`src/rtl/vector_mac_pkg.sv`:
```
// rtl/vector_mac_pkg.sv - shared types and arithmetic helpers for vector_mac_engine (VECTOR_MAC_SATURATE_EN selects saturating output)
package vector_mac_pkg;

    typedef enum logic [2:0] {
        IDLE,
        RUN,
        DRAIN,
        OUT,
        DONE
    } state_t;

    // Wide enough that summing FEATURE_COLS full-scale products cannot overflow.
    function automatic int acc_width(input int feature_w, input int weight_w, input int feature_cols);
        return feature_w + weight_w + $clog2(feature_cols);
    endfunction

    // Reduces an accumulator (zero-extended to 64 bits) to out_w bits; caller truncates the result.
    function automatic logic [63:0] reduce_acc(input logic [63:0] acc, input int out_w);
        logic [63:0] mask;
        mask = (64'd1 << out_w) - 64'd1;
`ifdef VECTOR_MAC_SATURATE_EN
        return ((acc & ~mask) != 64'd0) ? mask : acc;
`else
        return acc & mask;
`endif
    endfunction

endpackage

```
`src/rtl/vector_mac_engine_if.sv`:
```
// rtl/vector_mac_engine_if.sv - memory read ports and result-row handshake of vector_mac_engine
interface vector_mac_engine_if #(
    parameter int FEATURE_WIDTH = 8,
    parameter int WEIGHT_WIDTH  = 5,
    parameter int FEATURE_COLS  = 96,
    parameter int WEIGHT_ROWS   = 96,
    parameter int FEATURE_ROWS  = 6,
    parameter int WEIGHT_COLS   = 3,
    parameter int OUT_WIDTH     = 16
);
    logic                                 feat_rd_en;
    logic [$clog2(FEATURE_ROWS)-1:0]      feat_rd_row;
    logic [$clog2(FEATURE_COLS)-1:0]      feat_rd_col;
    logic [FEATURE_WIDTH-1:0]             feat_rd_data;
    logic                                 wgt_rd_en;
    logic [$clog2(WEIGHT_ROWS)-1:0]       wgt_rd_addr;
    logic [WEIGHT_COLS*WEIGHT_WIDTH-1:0]  wgt_rd_data;
    logic                                 out_valid;
    logic                                 out_ready;
    logic [$clog2(FEATURE_ROWS)-1:0]      out_row;
    logic [WEIGHT_COLS*OUT_WIDTH-1:0]     out_data;

    modport master (
        output feat_rd_en, feat_rd_row, feat_rd_col,
        input  feat_rd_data,
        output wgt_rd_en, wgt_rd_addr,
        input  wgt_rd_data,
        output out_valid, out_row, out_data,
        input  out_ready
    );

    modport slave (
        input  feat_rd_en, feat_rd_row, feat_rd_col,
        output feat_rd_data,
        input  wgt_rd_en, wgt_rd_addr,
        output wgt_rd_data,
        input  out_valid, out_row, out_data,
        output out_ready
    );
endinterface

```
`src/rtl/mac_lane.sv`:
```
// rtl/mac_lane.sv - one unsigned multiply-accumulate lane (one output column)
module mac_lane #(
    parameter int FEATURE_WIDTH = 8,
    parameter int WEIGHT_WIDTH  = 5,
    parameter int ACC_W         = 20
) (
    input  logic                     clk,
    input  logic                     reset,
    input  logic                     load,
    input  logic                     acc_en,
    input  logic [FEATURE_WIDTH-1:0] feature,
    input  logic [WEIGHT_WIDTH-1:0]  weight,
    output logic [ACC_W-1:0]         acc
);
    localparam int PROD_W = FEATURE_WIDTH + WEIGHT_WIDTH;

    logic [PROD_W-1:0] prod;

    assign prod = {{WEIGHT_WIDTH{1'b0}}, feature} * {{FEATURE_WIDTH{1'b0}}, weight};

    always_ff @(posedge clk) begin
        if (reset) begin
            acc <= '0;
        end else if (acc_en) begin
            // load starts a fresh row so no separate clear cycle is needed
            acc <= load ? ACC_W'(prod) : acc + ACC_W'(prod);
        end
    end
endmodule

```
`src/rtl/vector_mac_engine.sv`:
```
// rtl/vector_mac_engine.sv - sequential FEAT x WGT matrix product, one result row per handshake
module vector_mac_engine #(
    parameter int WEIGHT_WIDTH  = 5,
    parameter int FEATURE_WIDTH = 8,
    parameter int FEATURE_COLS  = 96,
    parameter int WEIGHT_ROWS   = 96,
    parameter int FEATURE_ROWS  = 6,
    parameter int WEIGHT_COLS   = 3,
    parameter int OUT_WIDTH     = 16
) (
    input  logic                clk,
    input  logic                reset,
    input  logic                start,
    output logic                busy,
    output logic                done,
    vector_mac_engine_if.master bus
);
    import vector_mac_pkg::*;

    localparam int ACC_W = acc_width(FEATURE_WIDTH, WEIGHT_WIDTH, FEATURE_COLS);
    localparam int KW    = $clog2(FEATURE_COLS);
    localparam int RW    = $clog2(FEATURE_ROWS);
    localparam logic [KW-1:0] K_LAST = KW'(FEATURE_COLS - 1);
    localparam logic [RW-1:0] R_LAST = RW'(FEATURE_ROWS - 1);

    state_t          state;
    logic [RW-1:0]   r;
    logic [KW-1:0]   k;
    logic            rd_en;
    logic            out_valid;
    logic            acc_en_q;
    logic            load_q;
    logic [ACC_W-1:0] lane_acc [WEIGHT_COLS];
    logic [WEIGHT_COLS*OUT_WIDTH-1:0] out_data_w;

    assert property (@(posedge clk) FEATURE_COLS == WEIGHT_ROWS);

    always_ff @(posedge clk) begin
        if (reset) begin
            state     <= IDLE;
            r         <= '0;
            k         <= '0;
            rd_en     <= 1'b0;
            out_valid <= 1'b0;
            busy      <= 1'b0;
            done      <= 1'b0;
            acc_en_q  <= 1'b0;
            load_q    <= 1'b0;
        end else begin
            // memory returns data one cycle after the strobe, so the lanes trail the address by one
            acc_en_q <= rd_en;
            load_q   <= rd_en && (k == '0);
            done     <= 1'b0;
            case (state)
                IDLE: begin
                    if (start) begin
                        r     <= '0;
                        k     <= '0;
                        rd_en <= 1'b1;
                        busy  <= 1'b1;
                        state <= RUN;
                    end
                end
                RUN: begin
                    if (k == K_LAST) begin
                        rd_en <= 1'b0;
                        state <= DRAIN;
                    end else begin
                        k <= k + 1'b1;
                    end
                end
                DRAIN: begin
                    out_valid <= 1'b1;
                    state     <= OUT;
                end
                OUT: begin
                    if (bus.out_ready) begin
                        out_valid <= 1'b0;
                        if (r == R_LAST) begin
                            done  <= 1'b1;
                            state <= DONE;
                        end else begin
                            r     <= r + 1'b1;
                            k     <= '0;
                            rd_en <= 1'b1;
                            state <= RUN;
                        end
                    end
                end
                DONE: begin
                    busy  <= 1'b0;
                    state <= IDLE;
                end
                default: state <= IDLE;
            endcase
        end
    end

    for (genvar c = 0; c < WEIGHT_COLS; c++) begin : g_lane
        mac_lane #(
            .FEATURE_WIDTH (FEATURE_WIDTH),
            .WEIGHT_WIDTH  (WEIGHT_WIDTH),
            .ACC_W         (ACC_W)
        ) u_lane (
            .clk     (clk),
            .reset   (reset),
            .load    (load_q),
            .acc_en  (acc_en_q),
            .feature (bus.feat_rd_data),
            .weight  (bus.wgt_rd_data[c*WEIGHT_WIDTH +: WEIGHT_WIDTH]),
            .acc     (lane_acc[c])
        );

        // accumulators are frozen outside RUN/DRAIN, so this holds steady through OUT stalls
        assign out_data_w[c*OUT_WIDTH +: OUT_WIDTH] = OUT_WIDTH'(reduce_acc(64'(lane_acc[c]), OUT_WIDTH));
    end

    assign bus.feat_rd_en  = rd_en;
    assign bus.feat_rd_row = r;
    assign bus.feat_rd_col = k;
    assign bus.wgt_rd_en   = rd_en;
    assign bus.wgt_rd_addr = k;
    assign bus.out_valid   = out_valid;
    assign bus.out_row     = r;
    assign bus.out_data    = out_data_w;
endmodule

```
`src/flat_wrapper.sv`:
```
// flat-port wrapper written by rule: the top's interface ports become plain ports
module vector_mac_engine_flat import vector_mac_pkg::*;
#(
    parameter int WEIGHT_WIDTH  = 5,
    parameter int FEATURE_WIDTH = 8,
    parameter int FEATURE_COLS  = 96,
    parameter int WEIGHT_ROWS   = 96,
    parameter int FEATURE_ROWS  = 6,
    parameter int WEIGHT_COLS   = 3,
    parameter int OUT_WIDTH     = 16
)
  (clk, reset, start, busy, done, bus_feat_rd_en, bus_feat_rd_row, bus_feat_rd_col, bus_feat_rd_data, bus_wgt_rd_en, bus_wgt_rd_addr, bus_wgt_rd_data, bus_out_valid, bus_out_row, bus_out_data, bus_out_ready);
  vector_mac_engine_if #(.FEATURE_WIDTH(FEATURE_WIDTH), .WEIGHT_WIDTH(WEIGHT_WIDTH), .FEATURE_COLS(FEATURE_COLS), .WEIGHT_ROWS(WEIGHT_ROWS), .FEATURE_ROWS(FEATURE_ROWS), .WEIGHT_COLS(WEIGHT_COLS), .OUT_WIDTH(OUT_WIDTH)) bus_i ();
  input  logic clk;
  input  logic reset;
  input  logic start;
  output logic busy;
  output logic done;
  output wire logic [$bits(bus_i.feat_rd_en)-1:0] bus_feat_rd_en;
  output wire logic [$bits(bus_i.feat_rd_row)-1:0] bus_feat_rd_row;
  output wire logic [$bits(bus_i.feat_rd_col)-1:0] bus_feat_rd_col;
  input wire logic [$bits(bus_i.feat_rd_data)-1:0] bus_feat_rd_data;
  output wire logic [$bits(bus_i.wgt_rd_en)-1:0] bus_wgt_rd_en;
  output wire logic [$bits(bus_i.wgt_rd_addr)-1:0] bus_wgt_rd_addr;
  input wire logic [$bits(bus_i.wgt_rd_data)-1:0] bus_wgt_rd_data;
  output wire logic [$bits(bus_i.out_valid)-1:0] bus_out_valid;
  output wire logic [$bits(bus_i.out_row)-1:0] bus_out_row;
  output wire logic [$bits(bus_i.out_data)-1:0] bus_out_data;
  input wire logic [$bits(bus_i.out_ready)-1:0] bus_out_ready;
  assign bus_feat_rd_en = bus_i.feat_rd_en;
  assign bus_feat_rd_row = bus_i.feat_rd_row;
  assign bus_feat_rd_col = bus_i.feat_rd_col;
  assign bus_i.feat_rd_data = bus_feat_rd_data;
  assign bus_wgt_rd_en = bus_i.wgt_rd_en;
  assign bus_wgt_rd_addr = bus_i.wgt_rd_addr;
  assign bus_i.wgt_rd_data = bus_wgt_rd_data;
  assign bus_out_valid = bus_i.out_valid;
  assign bus_out_row = bus_i.out_row;
  assign bus_out_data = bus_i.out_data;
  assign bus_i.out_ready = bus_out_ready;
  vector_mac_engine #(.WEIGHT_WIDTH(WEIGHT_WIDTH), .FEATURE_WIDTH(FEATURE_WIDTH), .FEATURE_COLS(FEATURE_COLS), .WEIGHT_ROWS(WEIGHT_ROWS), .FEATURE_ROWS(FEATURE_ROWS), .WEIGHT_COLS(WEIGHT_COLS), .OUT_WIDTH(OUT_WIDTH)) u_core (.clk(clk), .reset(reset), .start(start), .busy(busy), .done(done), .bus(bus_i));
endmodule
```
`config.mk`:
```
export PLATFORM = sky130hd
export DESIGN_NAME = vector_mac_engine_flat
export DESIGN_NICKNAME = d
export VERILOG_FILES = /design/src/rtl/vector_mac_pkg.sv /design/src/rtl/vector_mac_engine_if.sv /design/src/rtl/mac_lane.sv /design/src/rtl/vector_mac_engine.sv /design/src/flat_wrapper.sv
export SDC_FILE = /design/constraint.sdc
export NUM_CORES = 1
export LEC_CHECK = 0
export CORE_ASPECT_RATIO = 0.5
export CORE_UTILIZATION = 53
export DETAILED_ROUTE_END_ITERATION = 12
export GPL_TIMING_DRIVEN = 1
export HOLD_SLACK_MARGIN = 0.03
export PLACE_DENSITY = 0.79
export SLEW_MARGIN = 30
export SYNTH_ARGS = -nofsm -noshare
export SYNTH_HDL_FRONTEND = slang
export SYNTH_SLANG_ARGS = --single-unit
```
`constraint.sdc`:
```
create_clock -name clk -period 6.5 [get_ports clk]
set_input_delay 1.95 -clock clk [delete_from_list [all_inputs] [get_ports clk]]
set_output_delay 1.95 -clock clk [all_outputs]
set_load 0.05 [all_outputs]
```
Word-level counts from Yosys, hierarchy flattened

Cells that the tools add are included.

Add/sub/neg operators: 5
Multipliers: 3
Equal/unequal tests: 11
Muxes and demuxes: 26
Bitwise gates (word level): 2
Reductions and logical operators: 14

Operator list:

| operator                                                        | number |
|---|---|
| 20-bit by 13-bit adder with 20-bit output                       | 3 |
| 20-bit 2-to-1 mux                                               | 3 |
| 8-bit by 5-bit multiplier with 13-bit output                    | 3 |
| 7-bit 2-to-1 mux                                                | 4 |
| 3-bit 2-to-1 mux                                                | 7 |
| 7-bit one-hot mux with 3 select lines                           | 1 |
| 3-bit one-hot mux with 4 select lines                           | 1 |
| 5-bit AND reduction                                             | 2 |
| 2-bit != test, second input constant                            | 4 |
| 7-bit by 1-bit adder with 7-bit output, second input constant   | 1 |
| 7-bit == test, second input constant                            | 1 |
| 7-bit logical NOT                                               | 1 |
| 3-bit by 2-bit == test with 1-bit output, second input constant | 2 |
| 3-bit == test, second input constant                            | 2 |
| 1-bit 2-to-1 mux                                                | 6 |
| 3-bit one-hot mux with 2 select lines                           | 1 |
| 2-bit nonzero test                                              | 3 |
| 1-bit one-hot mux with 2 select lines                           | 2 |
| 2-bit AND reduction                                             | 2 |
| 4-bit AND reduction                                             | 1 |
| 3-bit by 1-bit adder with 3-bit output, second input constant   | 1 |
| 3-bit by 1-bit == test with 1-bit output, second input constant | 1 |
| 3-bit logical NOT                                               | 1 |
| 1-bit one-hot mux with 3 select lines                           | 1 |
| 6 further kinds                                                 | 7 |

Flip-flop bits (word level): 79
Input bits: 27
Output and inout port bits: 73
Logic and storage cells: 73

Logic depth before layout (Yosys ltp)

Depth after elaboration: 4
Depth in mapped cells: 22
Gate-level depth less buffers: 21

Cells and area by module

Synthesis repeated with hierarchy kept, for this count alone.

Cells, all modules: 1126
Area total of the unflattened synthesis: 9414.0 µm²

Modules (own cells, without submodules):

| module                              | times used | cells each | area an instance (µm²) | seq. area each (µm²) |
|---|---|---|---|---|
| mac_lane at u_core.g_lane[1].u_lane | 1          | 358        | 2910.3                 | 400.4 |
| mac_lane at u_core.g_lane[0].u_lane | 1          | 336        | 2756.4                 | 400.4 |
| mac_lane at u_core.g_lane[2].u_lane | 1          | 322        | 2687.6                 | 400.4 |
| vector_mac_engine                   | 1          | 110        | 1059.8                 | 380.4 |

Least setup slack after synthesis

Ideal clock, no wire load.

Path kind: input to register
From: in bus_feat_rd_data[4]
To: reg u_core.g_lane[0].u_lane.acc[12]
Setup time: 122 ps
Arrival time: 6624 ps
Data required time: 6378 ps
Setup slack: -245 ps
Stages on the path: 21
Path buffers: 1
Path through: clkbuf_1 > and2_1 > fa_1 > fa_1 > inv_1 > fa_1 > inv_1 > ha_1 > and2_1 > a31oi_1 > nand3_1 > o21ai_0 > xor2_1 > inv_1 > ha_1 > a21o_1 > a31o_2 > nor3_1 > a211oi_1 > or4_1 > o311a_1

Longest elaborated chain between the ends: 3

Ends and longest elaborated chain:

| what                                           | line               | RTL |
|---|---|---|
| start: declaration                             | flat_wrapper.sv:22 | `input wire logic [$bits(bus_i.feat_rd_data)-1:0] bus_feat_rd_data;` |
| 8-bit by 5-bit multiplier with 13-bit output * | mac_lane.sv:19     | `assign prod = {{WEIGHT_WIDTH{1'b0}}, feature} * {{FEATURE_WIDTH{1'b0}}, weight};` |
| 20-bit by 13-bit adder with 20-bit output      | mac_lane.sv:26     | `acc <= load ? ACC_W'(prod) : acc + ACC_W'(prod);` |
| 20-bit 2-to-1 mux *                            | mac_lane.sv:26     |  |
| end signal: assignment                         | mac_lane.sv:26     |  |
| end: declaration                               | mac_lane.sv:13     | `output logic [ACC_W-1:0] acc` |

Mark *: on every way between the ends. The rest lies on a longest branch, timed or not.
A chain may end at the register's enable or synchronous reset.

Final worst setup path

From: in bus_wgt_rd_data[4]
To: reg u_core.g_lane[0].u_lane.acc[12]

Longest elaborated chain between the ends: 3

Ends and longest elaborated chain:

| what                                           | line               | RTL |
|---|---|---|
| start: declaration                             | flat_wrapper.sv:25 | `input wire logic [$bits(bus_i.wgt_rd_data)-1:0] bus_wgt_rd_data;` |
| 8-bit by 5-bit multiplier with 13-bit output * | mac_lane.sv:19     |  |
| 20-bit by 13-bit adder with 20-bit output      | mac_lane.sv:26     |  |
| 20-bit 2-to-1 mux *                            | mac_lane.sv:26     |  |

Marks and branches as above.

==> results by group <==
Yosys
  • Synthesized net count: approximately 1200
  • Mapped Area: roughly 0.0086 mm^2
  • Largest cells by area after synthesis: ha_1 (16%), dfxtp_1 (16%), fa_1 (13%)
  • Avg Cell Area, Syn: 8.18 um^2
  • Synth Instances: approximately 1100
  • Ys Warns: 0
  • Sequential share of the synthesized area: 0.156
  • Yosys cell types: 68
  • Post-synth EDFFs: 0
  • Area leader, netlist: ha_1
  • Ys flop type: dfxtp_1
  • Asr flop ratio synth: 0
  • Top cell type's share of synthesized area: 0.159
  • FF+latch count, synth: 67

Layout
  • Fill count: 1058
  • Commonest non-fill, non-tap cell in the layout: buf_4
  • Net count, final: 1479
  • Commonest non-fill, non-tap cells in the layout: buf_4 (164), inv_1 (91), nand2_1 (88), ha_1 (87), nor2_1 (85)
  • Area Overhead vs Synth: 38.1%
  • N_diodes: 0
  • Share of cells above drive strength 1: 0.242

Placed design
  • HPWL after DPL: 19.3 mm
  • Pre-CTS setup slack: -0.900 ns
  • Gp weighted congestion: 0.980
  • Input/output buffers: 99

Clock tree
  • Worst-Skew Late Latency: 0.34 ns
  • # clock sinks: 67
  • CTS Root Cell: clkbuf_16
  • CTS tree: built
  • H-Tree Depth: 3
  • CTS Buf Count: 9
  • Clock-pin transition on the worst setup and hold timing paths: 0.06 ns
  • Longest Clk Path Bufs: 2

Die
  • Row cnt: 32
  • Initial Util: 0.550
  • IO Count: 100
  • Die height: 92.0 um
  • Full die area: 0.0168 mm^2
  • Core box area: 0.0156 mm^2
  • Die X: 182 um

GRT
  • Number of global-route vias before repair: 8329
  • Initial antenna violation count: 0
  • Gr usage total: 0.311
  • First-pass GRT wire length: 41.6 mm
  • Global route total overflow: 0
  • Largest net degree at the start of global routing: 70

STA
  • Post-layout min period: 6.36 ns
  • Final setup violation count: 0
  • TNS Setup: 0 ns
  • Clk_skew: 0.00584 ns
  • Worst hold slack: 0.482 ns
  • Slew headroom: 0.375
  • Final Max Tran Viols: 0
  • Slew at the pin closest to its max-slew limit: 0.937 ns
  • Post-route setup slack: approximately 0.14 ns
  • Achievable Freq: 157 MHz
  • Fin crit share: 0.978
  • Hold Fails Final Rpt: 0

Worst hold path
  • Hold/Removal Path Class: flip-flop to flip-flop

Power and ir drop
  • PD cells: 284 mW/mm^2
  • Maximum vdd drop: 0.142 mV
  • Share of power burned in registers: 0.135
  • Internal Pwr Total: 1940 uW
  • Gate power share: 0.704
  • Leakage power: ~0.0055 uW
  • Sw power: roughly 1400 uW
  • Switching part of the total: 0.426
  • Design Power: 3380 uW
  • Clock power frac: 0.162

Route
  • Routed wire length: between 20 and 30 mm
  • DR WL/cell: 17.9 um
  • Residual DRC: 0
  • 1st-iter DRT viols: 709
  • Via density: 5.81
  • First-pass DRT Iterations: 6
  • DRT antenna net count: 0
  • Vias: 8687

Critical path
  • Required @ worst endpoint: 6.73 ns
  • Critical path arrival: 6.58 ns
  • Crit Path Max Fanout: 5
  • Worst setup EP type: flip-flop
  • Setup crit start kind: input pin
  • Critical path type: input pin to flip-flop

Run
  • Max cap viols: 0

Outcome
  • Status: complete, no violations
[synthesized netlist by cell type (all sizes together), types with 7 or more instances]
| library cell | instances |
|---|---|
| ha | 109 |
| inv | 95 |
| nand2 | 90 |
| and2 | 88 |
| nor2 | 87 |
| dfxtp | 67 |
| a21oi | 58 |
| fa | 57 |
| o21ai | 45 |
| xnor2 | 41 |
| a211oi | 28 |
| a21o | 26 |
| clkbuf | 24 |
| buf | 18 |
| mux2i | 18 |
| nand3 | 18 |
| xor2 | 18 |
| nor3 | 16 |
| or3 | 11 |
| nand4 | 10 |
| or2 | 10 |
| nor2b | 9 |
| o21a | 9 |
| a2111oi | 7 |
| o211ai | 7 |
[power groups by stage]
stage | logic, uW | clock network, uW | registers (uW)
final | 2370 | 546 | 455
after global routing | 2560 | 568 | 457
after CTS | 2100 | 550 | 452
after detailed placement | 1970 | 0 | 460
after global placement | 1910 | 0 | 459
after floorplan | 1160 | 0 | 523
[layer usage]
layer | GRT usage | routed length, um | up-vias
met4 | 0.0637 | 464 | 0
li1 | - | - | 4111
met1 | 0.440 | 12100 | 4132
met3 | 0.0584 | 2070 | 54
met2 | 0.494 | 12100 | 390
met5 | 0 | 0 | -
[stage by stage]
step,util,cell area [um^2],std cells
CTS,0.728,11400,1485
global route,0.760,11900,1495
finish,0.760,11900,1495
floorplan,-,8680,1050
detailed placement,0.694,10800,1464
global placement,0.694,10800,1464
[cells by family after synthesis]
kind of cell | after synthesis | share of synthesized area
adders and majority gates | 166 | 0.292
and+or+nand+nor | 365 | 0.215
buffers and inverters | 137 | 0.0677
xor gates and xnor gates | 59 | 0.0602
DFF | 67 | 0.156
AOI/OAI and AO/OA | 238 | 0.189
muxes | 18 | 0.0210
[path summary, 6_finish.rpt]
path,startpoint,end,slack [ns],cells after the start
setup reg to reg,u_core.acc_en_q,u_core.g_lane[1].u_lane.acc[12],3.60,6
hold / removal,u_core.g_lane[1].u_lane.acc[15],u_core.g_lane[1].u_lane.acc[15],0.48,2
hold reg to reg,u_core.g_lane[1].u_lane.acc[15],u_core.g_lane[1].u_lane.acc[15],0.48,2
setup / recovery,bus_wgt_rd_data[4],u_core.g_lane[0].u_lane.acc[12],0.14,20
[worst max-delay path: stages]
cell and delay, ns:
buf_8 0.10, and2_4 0.15, fa_1 0.49, fa_1 0.53, inv_2 0.06, fa_1 0.39
inv_1 0.11, ha_4 0.21, a21o_1 0.19, a21o_1 0.17, or3_1 0.38, o211ai_1 0.19
buf_4 0.18, ha_4 0.20, a21o_1 0.18, a31o_4 0.23, a31oi_4 0.16, a211oi_2 0.06
or4_1 0.51, o311a_1 0.13
[area by class of cell]
| cell class | count | area [um^2] | area share |
|---|---|---|---|
| clock buffers | 12 | 256 | 0.0216 |
| clock inverters | 4 | 72.6 | 0.00612 |
| inverters | 95 | 357 | 0.0301 |
| multi-input cells | 846 | 7320 | 0.617 |
| flip-flops and latches | 67 | 1340 | 0.113 |
| well taps | 204 | 255 | 0.0215 |
| repair buffers | 267 | 2260 | 0.191 |
[flip-flops by register name (all words and copies together), names as in the netlist, 3 cells and up]
| name | flops |
|---|---|
| u_core.state | 3 |
| u_core.bus.feat_rd_row | 3 |
| u_core.g_lane.u_lane.acc | 48 |
| u_core.bus.feat_rd_col | 7 |
[what timing repair did]
item,4_1_cts,5_1_grt
hold buffers,0,0
pin swaps,29,62
setup endpoints to repair,25,19
buffers inserted,5,10
gates resized for setup,80,95
hold endpoints to repair,0,0
Note: power is estimated with default switching activity, not from simulation.
